===== config.mk =====
export PLATFORM = sky130hd
export DESIGN_NAME = spi_to_uart_bridge
export DESIGN_NICKNAME = d
export VERILOG_FILES = /design/src/rtl/spi_to_uart_bridge.sv
export SDC_FILE = /design/constraint.sdc
export NUM_CORES = 1
export LEC_CHECK = 0
export ABC_AREA = 1
export CORE_ASPECT_RATIO = 1.4
export CORE_UTILIZATION = 45
export CTS_BUF_LIST = sky130_fd_sc_hd__clkbuf_4
export DETAILED_ROUTE_END_ITERATION = 8
export PLACE_DENSITY = 0.61
export SLEW_MARGIN = 40
export SYNTH_ARGS = -nofsm -noshare
export SYNTH_HDL_FRONTEND = slang
export SYNTH_SLANG_ARGS = --single-unit
export TNS_END_PERCENT = 100

===== constraint.sdc =====
create_clock -name system_clk -period 3 [get_ports system_clk]
set_input_delay 0.9 -clock system_clk [delete_from_list [all_inputs] [get_ports system_clk]]
set_output_delay 0.9 -clock system_clk [all_outputs]
set_load 0.02 [all_outputs]

===== src/rtl/spi_to_uart_bridge.sv =====
// SPI mode-0 slave that queues each received byte in a FIFO and replays it on an 8N1 UART TX line.
// MISO returns the last complete byte received; everything runs on system_clk.
module spi_to_uart_bridge #(
  parameter int CLKS_PER_BIT = 868,
  parameter int FIFO_DEPTH   = 16
) (
  input  logic system_clk,
  input  logic rst,
  input  logic sclk,
  input  logic cs,
  input  logic mosi,
  output logic miso,
  output logic uart_tx
);

  localparam int AW = $clog2(FIFO_DEPTH);
  localparam int BW = (CLKS_PER_BIT > 1) ? $clog2(CLKS_PER_BIT) : 1;
  localparam logic [BW-1:0] BAUD_LAST = BW'(CLKS_PER_BIT - 1);

  localparam logic [1:0] S_IDLE  = 2'd0;
  localparam logic [1:0] S_START = 2'd1;
  localparam logic [1:0] S_DATA  = 2'd2;
  localparam logic [1:0] S_STOP  = 2'd3;

  // [0],[1] form the synchroniser; [2] holds the previous synchronised value for edge detection
  logic [2:0] r_sclk_sync;
  logic [2:0] r_cs_sync;
  logic [1:0] r_mosi_sync;

  always_ff @(posedge system_clk) begin
    if (rst) begin
      r_sclk_sync <= 3'b000;
      r_cs_sync   <= 3'b111;
      r_mosi_sync <= 2'b00;
    end else begin
      r_sclk_sync <= {r_sclk_sync[1:0], sclk};
      r_cs_sync   <= {r_cs_sync[1:0], cs};
      r_mosi_sync <= {r_mosi_sync[0], mosi};
    end
  end

  logic w_sclk_rise, w_sclk_fall, w_cs_low, w_cs_fall;
  assign w_sclk_rise = r_sclk_sync[1] & ~r_sclk_sync[2];
  assign w_sclk_fall = ~r_sclk_sync[1] & r_sclk_sync[2];
  assign w_cs_low    = ~r_cs_sync[1];
  assign w_cs_fall   = ~r_cs_sync[1] & r_cs_sync[2];

  logic [6:0] r_shift_in;
  logic [2:0] r_bit_cnt;
  logic [7:0] r_reply;
  logic [7:0] r_shift_out;
  logic [7:0] w_rx_byte;
  logic       w_byte_done;

  assign w_rx_byte   = {r_shift_in, r_mosi_sync[1]};
  assign w_byte_done = w_cs_low & w_sclk_rise & (r_bit_cnt == 3'd7);

  always_ff @(posedge system_clk) begin
    if (rst) begin
      r_shift_in <= 7'd0;
      r_bit_cnt  <= 3'd0;
      r_reply    <= 8'd0;
    end else if (!w_cs_low) begin
      r_bit_cnt <= 3'd0;
    end else if (w_sclk_rise) begin
      r_shift_in <= w_rx_byte[6:0];
      r_bit_cnt  <= r_bit_cnt + 3'd1;
      if (r_bit_cnt == 3'd7) r_reply <= w_rx_byte;
    end
  end

  // A falling edge with the counter back at 0 ends a byte: reload with the byte just received
  always_ff @(posedge system_clk) begin
    if (rst) begin
      r_shift_out <= 8'd0;
    end else if (w_cs_fall) begin
      r_shift_out <= r_reply;
    end else if (w_cs_low && w_sclk_fall) begin
      if (r_bit_cnt == 3'd0) r_shift_out <= r_reply;
      else                   r_shift_out <= {r_shift_out[6:0], 1'b0};
    end
  end

  assign miso = w_cs_low & r_shift_out[7];

  logic [7:0]  r_mem [FIFO_DEPTH];
  logic [AW:0] r_wr_ptr, r_rd_ptr;
  logic [1:0]  r_state;
  logic        w_empty, w_full, w_push, w_pop;

  assign w_empty = (r_wr_ptr == r_rd_ptr);
  assign w_full  = (r_wr_ptr[AW-1:0] == r_rd_ptr[AW-1:0]) && (r_wr_ptr[AW] != r_rd_ptr[AW]);
  assign w_push  = w_byte_done & ~w_full;
  assign w_pop   = (r_state == S_IDLE) & ~w_empty;

  always_ff @(posedge system_clk) begin
    if (w_push) r_mem[r_wr_ptr[AW-1:0]] <= w_rx_byte;
  end

  always_ff @(posedge system_clk) begin
    if (rst) begin
      r_wr_ptr <= '0;
      r_rd_ptr <= '0;
    end else begin
      if (w_push) r_wr_ptr <= r_wr_ptr + (AW+1)'(1);
      if (w_pop)  r_rd_ptr <= r_rd_ptr + (AW+1)'(1);
    end
  end

  logic [BW-1:0] r_baud_cnt;
  logic [2:0]    r_tx_bit;
  logic [7:0]    r_tx_byte;
  logic          r_tx;

  always_ff @(posedge system_clk) begin
    if (rst) begin
      r_state    <= S_IDLE;
      r_baud_cnt <= '0;
      r_tx_bit   <= 3'd0;
      r_tx_byte  <= 8'd0;
      r_tx       <= 1'b1;
    end else begin
      case (r_state)
        S_IDLE: begin
          r_baud_cnt <= '0;
          r_tx_bit   <= 3'd0;
          r_tx       <= 1'b1;
          if (w_pop) begin
            r_tx_byte <= r_mem[r_rd_ptr[AW-1:0]];
            r_tx      <= 1'b0;
            r_state   <= S_START;
          end
        end
        S_START: begin
          if (r_baud_cnt == BAUD_LAST) begin
            r_baud_cnt <= '0;
            r_tx       <= r_tx_byte[0];
            r_state    <= S_DATA;
          end else begin
            r_baud_cnt <= r_baud_cnt + BW'(1);
          end
        end
        S_DATA: begin
          if (r_baud_cnt == BAUD_LAST) begin
            r_baud_cnt <= '0;
            r_tx_byte  <= {1'b0, r_tx_byte[7:1]};
            if (r_tx_bit == 3'd7) begin
              r_tx    <= 1'b1;
              r_state <= S_STOP;
            end else begin
              r_tx     <= r_tx_byte[1];
              r_tx_bit <= r_tx_bit + 3'd1;
            end
          end else begin
            r_baud_cnt <= r_baud_cnt + BW'(1);
          end
        end
        default: begin
          r_tx <= 1'b1;
          if (r_baud_cnt == BAUD_LAST) begin
            r_baud_cnt <= '0;
            r_state    <= S_IDLE;
          end else begin
            r_baud_cnt <= r_baud_cnt + BW'(1);
          end
        end
      endcase
    end
  end

  assign uart_tx = r_tx;

endmodule


==> run metrics <==
Levels on crit path 3; layer with the highest usage met2; power share of the sequential group between 40% and 50%; syn nets 934; Worst Reg2Reg Path Length in Cells 9; Top Ports 7; Setup Crit Path Kind reg2out; Yosys cell types 38; hold crit path type reg2reg; vias in the first global route 5620; initial antenna violation count 1; first-pass GRT wire length 28.63 mm; Clock Path Buffers 2; worst path buffer plus inverter count 2; syn avg cell area 9.417 um^2; Nets 946; Die Ht 165.6 um; CTS tree done; Area Overhead vs Synth 7.603%; DRT iter0 DRCs 310; cts hold-fix bufs 0; Hold Crit Depth 2; status finished clean; Resized cells post-CTS 0; Overall Global Routing Usage 18.77%; # rows 59; final std cells w/o fill around 1200; H-tree depth 4; CP startpoint kind flip-flop; Slew headroom 45.47%; clk_lat worst skew 0.55 ns; Mapped Cells between 900 and 1000; Post-Synth XOR/XNOR Area 0.8868%; slew at the pin with the worst max-slew slack 0.8168 ns; setup_tns 0 ns; Worst-path clk slew 0.16 ns; PwrDens 713.2 nW/um^2; proportion of synthesized area in mux cells 0%; wire per inst 14.90 um; Final ANT Viol Nets 0; combinational cell fraction of total power 31.9%; Max Clk Rate 397.6 MHz; synth warn 0; post-synthesis register bit count 200; placed wire-length estimate 11.50 mm; Clock power frac 21.0%; first-pass iteration count of the detailed router 5; Post-Route Skew 0.02213 ns; GRT met1 Usage 23.42%; routability cong. approximately 0.84; vias 5858; share of layout cells above drive strength 1 10.65%; crit-path max FO 2; core area 18680 um^2; final cycle utilization of the critical path a little over four fifths; largest net degree at the start of global routing between 60 and 70; post-synthesis instance area 8607 um^2; Worst Path Required 2.10 ns; postcts setup bufs 0; post-synthesis simple-gate area fraction 22.68%; Peak VDD IR 0.5607 mV; Worst Setup End Kind output pin; Tmin final 2.515 ns; Die W 118.9 um; worst path arrival time 1.61 ns; CP cell instances inv_1, nor2_1, clkdlybuf4s50_1; Port Buffers 6; M2 GR Usage approximately a third; initial core utilization a little under half; Setup-failing EPs final 0; switching power total 2.477 mW; Adder-Cell Fraction of Synth Area 2.181%; Int Power 4.128 mW; total count of max-transition violations in the final report 0; main combinational cell family by area after synthesis simple AND/OR/NAND/NOR gates; final WL 17.64 mm; total gr overflow 0; met3 usage 2.514%; unrepaired setup endpoints after global routing no; # DRC 0; CP max-delay cell clkdlybuf4s50_1; Switching Share 37.50%; max incr delay on CP 0.60 ns; placed cell count 1151; Vias per Instance 4.948; P_leak 3.724 nW; Hold Vio Cnt, Final 0; Inserted Clock Buffers 17; Sinks on Clock Net 200; sequential cell area fraction in the yosys report 61.40%; Die ar. 19690 um^2; compound-cell area share of the yosys netlist 6.076%; cell family with most CP delay buffers and inverters; root buffer cell clkbuf_4; max cap viols 0; hold_ws 0.4147 ns
## path summary, 6_finish.rpt
| path | from | endpoint | slack [ns] |
|---|---|---|---|
| worst max-delay path | r_shift_out[7]$_SDFFE_PP0P_ | miso | 0.49 |
| worst min-delay path | r_mosi_sync[0]$_SDFF_PP0_ | r_mosi_sync[1]$_SDFF_PP0_ | 0.41 |
| worst max register to register | r_state[0]$_SDFFE_PP0P_ | r_tx_byte[1]$_SDFFE_PP0P_ | 0.84 |
| worst min register to register | r_mosi_sync[0]$_SDFF_PP0_ | r_mosi_sync[1]$_SDFF_PP0_ | 0.41 |
## layout by cell type (no fill, tap or decap), types with 6 or more instances in the layout
master	Yosys	routed
nand2_1	246	246
edfxtp_1	128	128
nand3_1	104	104
inv_1	97	97
dfxtp_1	72	70
nor2_1	68	67
a21oi_1	42	42
o21ai_0	39	39
buf_4	3	23
clkbuf_4	0	18
ha_1	15	15
nand2_2	14	14
a21oi_2	8	8
inv_2	6	6
clkdlybuf4s50_1	0	6
## routing by layer
| layer | share of wire [%] | wire length, um |
|---|---|---|
| met5 | 0 | 0 |
| met4 | 1.4 | 255 |
| met3 | 2.9 | 505 |
| met2 | 51 | 9022 |
| met1 | 45 | 7860 |
## final cells by class
class                   count  area [um^2]
diodes                      1        2.502
clock buffers              18        135.1
clock inverters            14        138.9
fillers                  1727         9415
inverters                 106        397.9
multi-input cells         571         2741
flip-flops and latches    200         5288
well taps                 244        305.3
repair buffers             30        252.7
## flip-flops by register name, indices dropped and copies added, names as in the netlist, 3 cells and up, named ones only
signal and cells:
r_sclk_sync 3, r_wr_ptr 5, r_cs_sync 3, r_tx_byte 8, r_shift_in 7, r_shift_out 8
r_tx_bit 3, r_baud_cnt 10, r_reply 8, r_rd_ptr 5, r_mem 128, r_bit_cnt 3
## worst min-delay path: stages (launching register included)
cell and delay (ns):
dfxtp_1 0.33, inv_1 0.04, nor2_1 0.03
## cells in the mapped netlist
| library cell | n | share of area, % |
|---|---|---|
| nor3_1 | 4 | 0.23 |
| xnor2_1 | 3 | 0.31 |
| o211ai_1 | 1 | 0.087 |
| nand2_1 | 246 | 11 |
| a21oi_1 | 42 | 2.4 |
| nor2_2 | 2 | 0.15 |
| buf_12 | 1 | 0.23 |
| buf_1 | 5 | 0.22 |
| nand2_2 | 14 | 1.0 |
| o21ai_2 | 1 | 0.10 |
| nor3b_1 | 1 | 0.087 |
| nand3b_1 | 2 | 0.17 |
| inv_2 | 6 | 0.26 |
| nor2_4 | 1 | 0.13 |
| a21oi_2 | 8 | 0.81 |
| dfxtp_1 | 72 | 17 |
| nand2_4 | 1 | 0.13 |
| nand4_4 | 1 | 0.25 |
| and3_1 | 1 | 0.073 |
| o21ai_0 | 39 | 2.3 |
| xor2_2 | 1 | 0.19 |
| clkbuf_1 | 13 | 0.57 |
| edfxtp_1 | 128 | 45 |
| xor2_1 | 2 | 0.20 |
| clkinv_1 | 3 | 0.13 |
| nand3_1 | 104 | 6.0 |
| nand4_1 | 4 | 0.29 |
| a211oi_1 | 2 | 0.17 |
| inv_1 | 97 | 4.2 |
| a22o_1 | 1 | 0.10 |
| buf_4 | 3 | 0.26 |
| o21bai_1 | 1 | 0.087 |
| ha_1 | 15 | 2.2 |
| xnor2_2 | 1 | 0.19 |
| buf_2 | 15 | 0.87 |
| or2_2 | 4 | 0.29 |
| nor2_1 | 68 | 3.0 |
| nand3_2 | 1 | 0.12 |
## logic make-up after synthesis
logic type      after synthesis
simple gates                454
buf+inv                     143
fa+ha+maj                    15
xor+xnor                      7
compound gates               95
flops                       200
## metrics by stage
stage / area [um^2] / util [%] / setup WS, ns / power, mW
2_1_floorplan: 8607 / - / 1.042 / 4.823
5_1_grt: 9261 / 49.59 / 0.3800 / 7.025
3_5_place_dp: 8981 / 48.09 / 0.6502 / 5.282
4_1_cts: 9255 / 49.55 / 0.4259 / 6.658
6_report: 9261 / 49.59 / 0.4850 / 6.605
3_3_place_gp: 8981 / 48.09 / 0.6347 / 5.276
## power by group through the flow
stage          registers [mW]  logic, mW  clock network, mW
6_report                 3.12       2.10               1.38
5_1_grt                  3.13       2.36               1.53
4_1_cts                  3.11       2.11               1.43
3_5_place_dp             3.18       2.11                  0
3_3_place_gp             3.18       2.10                  0
2_1_floorplan            3.16       1.66                  0
No activity file was read; power rests on OpenSTA's default activity.
